### src/rtl/alu_decode_stage.sv
`default_nettype none
// ============================================================================
// Module   : alu_decode_stage
// Purpose  : Decode / operand-fetch stage in front of the ALU. Accepts RV32I
//            OP and OP-IMM instructions over valid/ready and reads operands
//            from an internal register file (x0 is hard-wired to zero). It
//            hands ALU-ready operands downstream through a 2-entry elastic
//            buffer. Other opcodes, and OP/OP-IMM encodings with bad func7,
//            are consumed and flagged on illegal_o.
// Ports    : clk_i / rst_ni        clock, asynchronous active-low reset
//            flush_i               drop every buffered entry
//            inst_i / inst_valid_i / inst_ready_o   instruction handshake
//            wb_en_i / wb_addr_i / wb_data_i        register writeback
//            data1_o / data2_o / opcode_o / func3_o / func7_o / rd_o
//                                  operands and control towards the ALU
//            valid_o / ready_i     downstream handshake
//            illegal_o             one-cycle pulse for an undecodable instr
// Revision : 1.0 - initial release
// ============================================================================
module alu_decode_stage #(
    parameter int REGISTER_SIZE = 32,
    parameter int NUM_REGS      = 32
) (
    input  logic                     clk_i,
    input  logic                     rst_ni,
    input  logic                     flush_i,
    input  logic [31:0]              inst_i,
    input  logic                     inst_valid_i,
    output logic                     inst_ready_o,
    input  logic                     wb_en_i,
    input  logic [4:0]               wb_addr_i,
    input  logic [REGISTER_SIZE-1:0] wb_data_i,
    output logic [REGISTER_SIZE-1:0] data1_o,
    output logic [REGISTER_SIZE-1:0] data2_o,
    output logic [6:0]               opcode_o,
    output logic [2:0]               func3_o,
    output logic [6:0]               func7_o,
    output logic [4:0]               rd_o,
    output logic                     valid_o,
    input  logic                     ready_i,
    output logic                     illegal_o
);

    localparam logic [6:0] c_OPC_OP     = 7'b0110011;
    localparam logic [6:0] c_OPC_IMM    = 7'b0010011;
    localparam logic [6:0] c_F7_ALT     = 7'b0100000;

    localparam logic [1:0] c_ST_EMPTY   = 2'd0;
    localparam logic [1:0] c_ST_ONE     = 2'd1;
    localparam logic [1:0] c_ST_TWO     = 2'd2;

    typedef struct packed {
        logic [REGISTER_SIZE-1:0] data1;
        logic [REGISTER_SIZE-1:0] data2;
        logic [2:0]               func3;
        logic [6:0]               func7;
        logic [4:0]               rd;
    } entry_t;

    // ------------------------------------------------------------------
    // Instruction fields
    // ------------------------------------------------------------------
    logic [6:0] w_opcode;
    logic [4:0] w_rd;
    logic [2:0] w_func3;
    logic [4:0] w_rs1;
    logic [4:0] w_rs2;
    logic [6:0] w_func7;
    logic       w_is_op;
    logic       w_is_imm;
    logic       w_is_shift;

    assign w_opcode   = inst_i[6:0];
    assign w_rd       = inst_i[11:7];
    assign w_func3    = inst_i[14:12];
    assign w_rs1      = inst_i[19:15];
    assign w_rs2      = inst_i[24:20];
    assign w_func7    = inst_i[31:25];
    assign w_is_op    = (w_opcode == c_OPC_OP);
    assign w_is_imm   = (w_opcode == c_OPC_IMM);
    // For OP-IMM shifts the upper immediate bits act as func7.
    assign w_is_shift = w_is_imm && ((w_func3 == 3'b001) || (w_func3 == 3'b101));

    // ------------------------------------------------------------------
    // Register file
    // ------------------------------------------------------------------
    logic [REGISTER_SIZE-1:0] r_regs [NUM_REGS];
    logic [REGISTER_SIZE-1:0] w_rs1_val;
    logic [REGISTER_SIZE-1:0] w_rs2_val;

    always_ff @(posedge clk_i or negedge rst_ni) begin
        if (!rst_ni) begin
            for (int i = 0; i < NUM_REGS; i++) begin
                r_regs[i] <= '0;
            end
        end else if (wb_en_i && (wb_addr_i != 5'd0)) begin
            r_regs[wb_addr_i] <= wb_data_i;
        end
    end

    // Reads see a same-cycle writeback so the producer need not stall.
    always_comb begin
        w_rs1_val = '0;
        w_rs2_val = '0;
        if (w_rs1 != 5'd0) begin
            w_rs1_val = (wb_en_i && (wb_addr_i == w_rs1)) ? wb_data_i : r_regs[w_rs1];
        end
        if (w_rs2 != 5'd0) begin
            w_rs2_val = (wb_en_i && (wb_addr_i == w_rs2)) ? wb_data_i : r_regs[w_rs2];
        end
    end

    // ------------------------------------------------------------------
    // Legality and new-entry formation
    // ------------------------------------------------------------------
    logic   w_illegal;
    entry_t w_new;

    always_comb begin
        w_illegal = 1'b1;
        if (w_is_op) begin
            // Only base ops (func7=0) and SUB/SRA (func7=0100000) exist.
            w_illegal = !((w_func7 == 7'd0) ||
                          ((w_func7 == c_F7_ALT) &&
                           ((w_func3 == 3'b000) || (w_func3 == 3'b101))));
        end else if (w_is_imm) begin
            if (w_func3 == 3'b001) begin
                w_illegal = (w_func7 != 7'd0);
            end else if (w_func3 == 3'b101) begin
                w_illegal = !((w_func7 == 7'd0) || (w_func7 == c_F7_ALT));
            end else begin
                w_illegal = 1'b0;
            end
        end
    end

    always_comb begin
        w_new       = '0;
        w_new.data1 = w_rs1_val;
        w_new.data2 = w_is_op ? w_rs2_val
                              : {{(REGISTER_SIZE-12){inst_i[31]}}, inst_i[31:20]};
        w_new.func3 = w_func3;
        w_new.func7 = (w_is_op || w_is_shift) ? w_func7 : 7'd0;
        w_new.rd    = w_rd;
    end

    // ------------------------------------------------------------------
    // Handshake
    // ------------------------------------------------------------------
    logic w_accept;
    logic w_push;
    logic w_pop;

    assign w_accept = inst_valid_i && inst_ready_o;
    assign w_push   = w_accept && !w_illegal && !flush_i;
    assign w_pop    = valid_o && ready_i;

    // ------------------------------------------------------------------
    // Buffer FSM: state register / next state / outputs
    // ------------------------------------------------------------------
    logic [1:0] r_state;
    logic [1:0] w_state_next;

    always_ff @(posedge clk_i or negedge rst_ni) begin
        if (!rst_ni) begin
            r_state <= c_ST_EMPTY;
        end else begin
            r_state <= w_state_next;
        end
    end

    always_comb begin
        w_state_next = r_state;
        case (r_state)
            c_ST_EMPTY: if (w_push) w_state_next = c_ST_ONE;
            c_ST_ONE: begin
                if (w_push && !w_pop)      w_state_next = c_ST_TWO;
                else if (w_pop && !w_push) w_state_next = c_ST_EMPTY;
            end
            c_ST_TWO:   if (w_pop) w_state_next = c_ST_ONE;
            default:    w_state_next = c_ST_EMPTY;
        endcase
        if (flush_i) begin
            w_state_next = c_ST_EMPTY;
        end
    end

    always_comb begin
        valid_o      = (r_state == c_ST_ONE) || (r_state == c_ST_TWO);
        inst_ready_o = (r_state != c_ST_TWO);
        opcode_o     = valid_o ? c_OPC_OP : 7'd0;
    end

    // ------------------------------------------------------------------
    // Head / skid storage. Head always drives the ALU; the skid slot
    // only fills when a push arrives while the head is stalled.
    // ------------------------------------------------------------------
    entry_t r_head;
    entry_t r_skid;

    always_ff @(posedge clk_i or negedge rst_ni) begin
        if (!rst_ni) begin
            r_head <= '0;
            r_skid <= '0;
        end else begin
            case (r_state)
                c_ST_EMPTY: if (w_push) r_head <= w_new;
                c_ST_ONE: begin
                    if (w_push) begin
                        if (w_pop) r_head <= w_new;
                        else       r_skid <= w_new;
                    end
                end
                c_ST_TWO:   if (w_pop) r_head <= r_skid;
                default:    ;
            endcase
        end
    end

    assign data1_o = r_head.data1;
    assign data2_o = r_head.data2;
    assign func3_o = r_head.func3;
    assign func7_o = r_head.func7;
    assign rd_o    = r_head.rd;

    // ------------------------------------------------------------------
    // Illegal pulse
    // ------------------------------------------------------------------
    logic r_illegal;

    always_ff @(posedge clk_i or negedge rst_ni) begin
        if (!rst_ni) begin
            r_illegal <= 1'b0;
        end else begin
            r_illegal <= w_accept && w_illegal && !flush_i;
        end
    end

    assign illegal_o = r_illegal;

endmodule
`default_nettype wire

### config.mk
export PLATFORM = sky130hd
export DESIGN_NAME = alu_decode_stage
export DESIGN_NICKNAME = d
export VERILOG_FILES = /design/src/rtl/alu_decode_stage.sv
export SDC_FILE = /design/constraint.sdc
export NUM_CORES = 2
export LEC_CHECK = 0
export ABC_CLOCK_PERIOD_IN_PS = 8100
export BUFFER_PORTS_ARGS = -buffer_cell sky130_fd_sc_hd__buf_2
export CORE_MARGIN = 2
export CORE_UTILIZATION = 60
export CTS_BUF_LIST = sky130_fd_sc_hd__clkbuf_8
export DETAILED_ROUTE_END_ITERATION = 16
export PLACE_DENSITY = 0.77
export SYNTH_ARGS = -nofsm -noshare
export SYNTH_HDL_FRONTEND = slang
export SYNTH_SLANG_ARGS = --single-unit
### constraint.sdc
create_clock -name clk_i -period 8.1 [get_ports clk_i]
set_input_delay 1.215 -clock clk_i [delete_from_list [all_inputs] [get_ports clk_i]]
set_output_delay 1.215 -clock clk_i [all_outputs]
set_load 0.05 [all_outputs]
==> flow_metrics.tcl <==
set metrics [dict create \
    status "finished clean" \
    cp_cell_sequence "inv_1, ha_4, buf_4, inv_2, buf_2" \
    start_kind "flop" \
    drive_gt1_frac 0.445 \
    rows 118 \
    syn_area_per_cell_um2 13.8 \
    clock_sinks 1185 \
    r2r_end "data1_o[7]$_DFFE_PN0P_" \
    yosysWarningCount 0 \
    power.switching_w 0.00554 \
    netlist_area_um2 62500 \
    grt_pass1_wl_mm 291 \
    hold_class "in -> async" \
    clk_pin_slew_ps 60 \
    synth_seq_cells 1185 \
    clock.fmax_ghz 0.229 \
    dr_total_vias 43696 \
    io_buffers 160 \
    cpPeakStageDelay_ps 490 \
    slew_headroom 0.100 \
    route.detailed.drc 0 \
    insertion_delay_ps 920 \
    pwr-share-comb 0.237 \
    max_slew.worst_pin.slew_ps 1350 \
    wirelength_mm 197 \
    coreArea_um2 103000 \
    dp_cells 5678 \
    grt_max_degree 172 \
    required_ps 6880 \
    cts_buffers 191 \
    antenna_found_initial 17 \
    fp.dieH_um 327 \
    dieArea_um2 107000 \
    cp_max_fo 32 \
    synthFlopType "dfrtp_1" \
    start_util 0.604 \
    grt_setup_unrepaired "false" \
    grt.overflow.total 0 \
    clock_skew_ps 59.8 \
    switching_share 0.316 \
    reg2reg_setup_slack_ps 3750 \
    synthSimpleGateAreaFrac 0.0331 \
    ant_nets 0 \
    fin_nets 4571 \
    synth_mux_area_frac 0.384 \
    stdcell_count 6035 \
    hpwl_mm 114 \
    gp_congestion 0.879 \
    fin_crit_sh 0.540 \
    tns_ps 0 \
    final.min_clock_period_ps 4370 \
    grt_pass1_vias 43622 \
    slew_violations 0 \
    synth_fa_ha_area_frac 0.00100 \
    grtUsageTotal 0.371 \
    r2r_start "r_state[0]$_DFFE_PN0P_" \
    leakage_nw 30.4 \
    hold_viol_final 0 \
    power_density_nw_per_um2 257 \
    yosysUniqueCellTypes 67 \
    synth_cells 4539 \
    clockBufferDepth 3 \
    die_w_um 327 \
    synth-xor-area-share 0.00140 \
    postCtsSetupRepairBufs 0 \
    vdd_ir_drop_max_v 0.000247 \
    synthToLayoutAreaGrowth_pct 9.14 \
    wire_per_inst_um 32.7 \
    tritoncts "done" \
    post_cts_resized 0 \
    ff2ff_path_depth 8 \
    viasPerCell 7.24 \
    synth_edf_count 0 \
    synth_compound_area_frac 0.0733 \
    slowest_stage "buf_4" \
    detail_route.first_pass.iterations 6 \
    cts_max_level 4 \
    p_int_w 0.0120 \
    seq_area_frac_synth 0.474 \
    arrival_ps 3160 \
    crit_path_start "r_state[0]$_DFFE_PN0P_" \
    synth_top_family_by_area "multiplexers" \
    drtIter0Drc 5373 \
    io_pins 164 \
    cp-end-kind "output port" \
    path_class "reg -> out" \
    cap_violations 0 \
    seq_power_share 0.455 \
    postCtsHoldBufs 0 \
    cts_root_buf "clkbuf_8" \
    synthArstFlopShare 1.00 \
    setup_violations 0 \
    p_clk_frac 0.308 \
]
-- power by group through the flow --
| stage | clock (W) | combinational (W) | sequential [W] |
|---|---|---|---|
| after floorplan | 0 | 0.00255 | 0.00828 |
| after global placement | 0 | 0.00401 | 0.00793 |
| after detailed placement | 0 | 0.00411 | 0.00802 |
| after CTS | 0.00544 | 0.00412 | 0.00791 |
| after global routing | 0.00571 | 0.00438 | 0.00808 |
| final | 0.00540 | 0.00415 | 0.00797 |
-- layer usage --
metal	track usage	wire (um)	share of wire
met5	0	27	0.00014
met3	0.111	23600	0.12
met4	0.170	9770	0.049
met1	0.514	76400	0.39
met2	0.543	87500	0.44
-- worst max-delay path by stage --
stage / endpoint / slack (ps) / depth (start not counted)
after floorplan: data2_o[12]$_DFFE_PN0P_ / 4630 / 8
after global placement: data1_o[15]$_DFFE_PN0P_ / 3010 / 8
after detailed placement: data1_o[15]$_DFFE_PN0P_ / 2950 / 8
after CTS: inst_ready_o / 3760 / 5
after global routing: r_skid[64]$_DFFE_PN0P_ / 3610 / 8
final: inst_ready_o / 3730 / 5
-- critical path, delay by kind of cell (launching register included) --
family	cells	cell delay [ps]
fa+ha+maj	1	430
buf+inv	4	1340
flops	1	420
-- registers in the layout, indices dropped and copies added, names as in the netlist --
register	count
data1_o	32
data2_o	32
func3_o	3
func7_o	7
illegal_o	1
r_regs	1024
r_skid	79
r_state	2
rd_o	5
-- through the flow --
stage	utilization	hold WS, ps	total power [W]	instance area (um^2)	setup slack, ps
3_5_place_dp	0.620	384	0.0121	64200	2950
2_1_floorplan	-	438	0.0108	62500	4630
5_1_grt	0.659	312	0.0182	68200	3610
4_1_cts	0.659	286	0.0175	68200	3760
6_report	0.659	311	0.0175	68200	3730
3_3_place_gp	0.620	377	0.0119	64200	3010
-- cell type report --
type	instances	area [um^2]
tap	1380	1730
inverter	4	15.0
clock buffer	252	3470
fill	7303	35300
antenna	14	35.0
multi-input combinational	2851	31100
timing repair buffer	258	1710
sequential	1185	29700
clock inverter	91	536
-- placed cells by master, fill, tap and decap left out, drive strengths merged, types with 24 or more instances in the layout --
cell type,synthesis,final
dfrtp,1185,1185
mux2,1049,1049
mux4,398,398
mux2i,322,322
buf,160,257
clkbuf,341,253
nand2,216,216
a22oi,126,126
o21ai,90,90
inv,4,63
nor2,56,56
a21oi,54,54
o22ai,52,52
o221ai,41,41
nand3,39,39
o22a,32,32
o211ai,30,30
a22o,29,29
o31ai,24,24
clkinv,0,24
-- cell usage after synthesis, types with 29 or more instances --
cell	n	area (um^2)
o22a_1	32	280
nor2_1	56	210
a22oi_1	126	946
a21oi_1	54	270
mux4_2	398	8960
buf_2	85	425
nand2_1	215	807
mux2_2	1049	11800
a22o_1	29	254
mux2i_1	322	3220
dfrtp_1	1185	29700
o22ai_1	52	325
buf_1	62	233
o221ai_1	41	359
o21ai_0	90	450
clkbuf_1	341	1280
o211ai_1	30	225
nand3_1	39	195
-- cell families (layout without fill, tap and decap cells) --
group                      count (synthesis)  after routing
muxes                                   1769           1769
DFF                                     1185           1185
AOI/OAI and AO/OA                        628            628
buffers and inverters                    505            605
and+or+nand+nor                          436            436
xor gates and xnor gates                  10             10
adders and majority gates                  5              5
other                                      1             17
(Power assumes the default switching activity.)
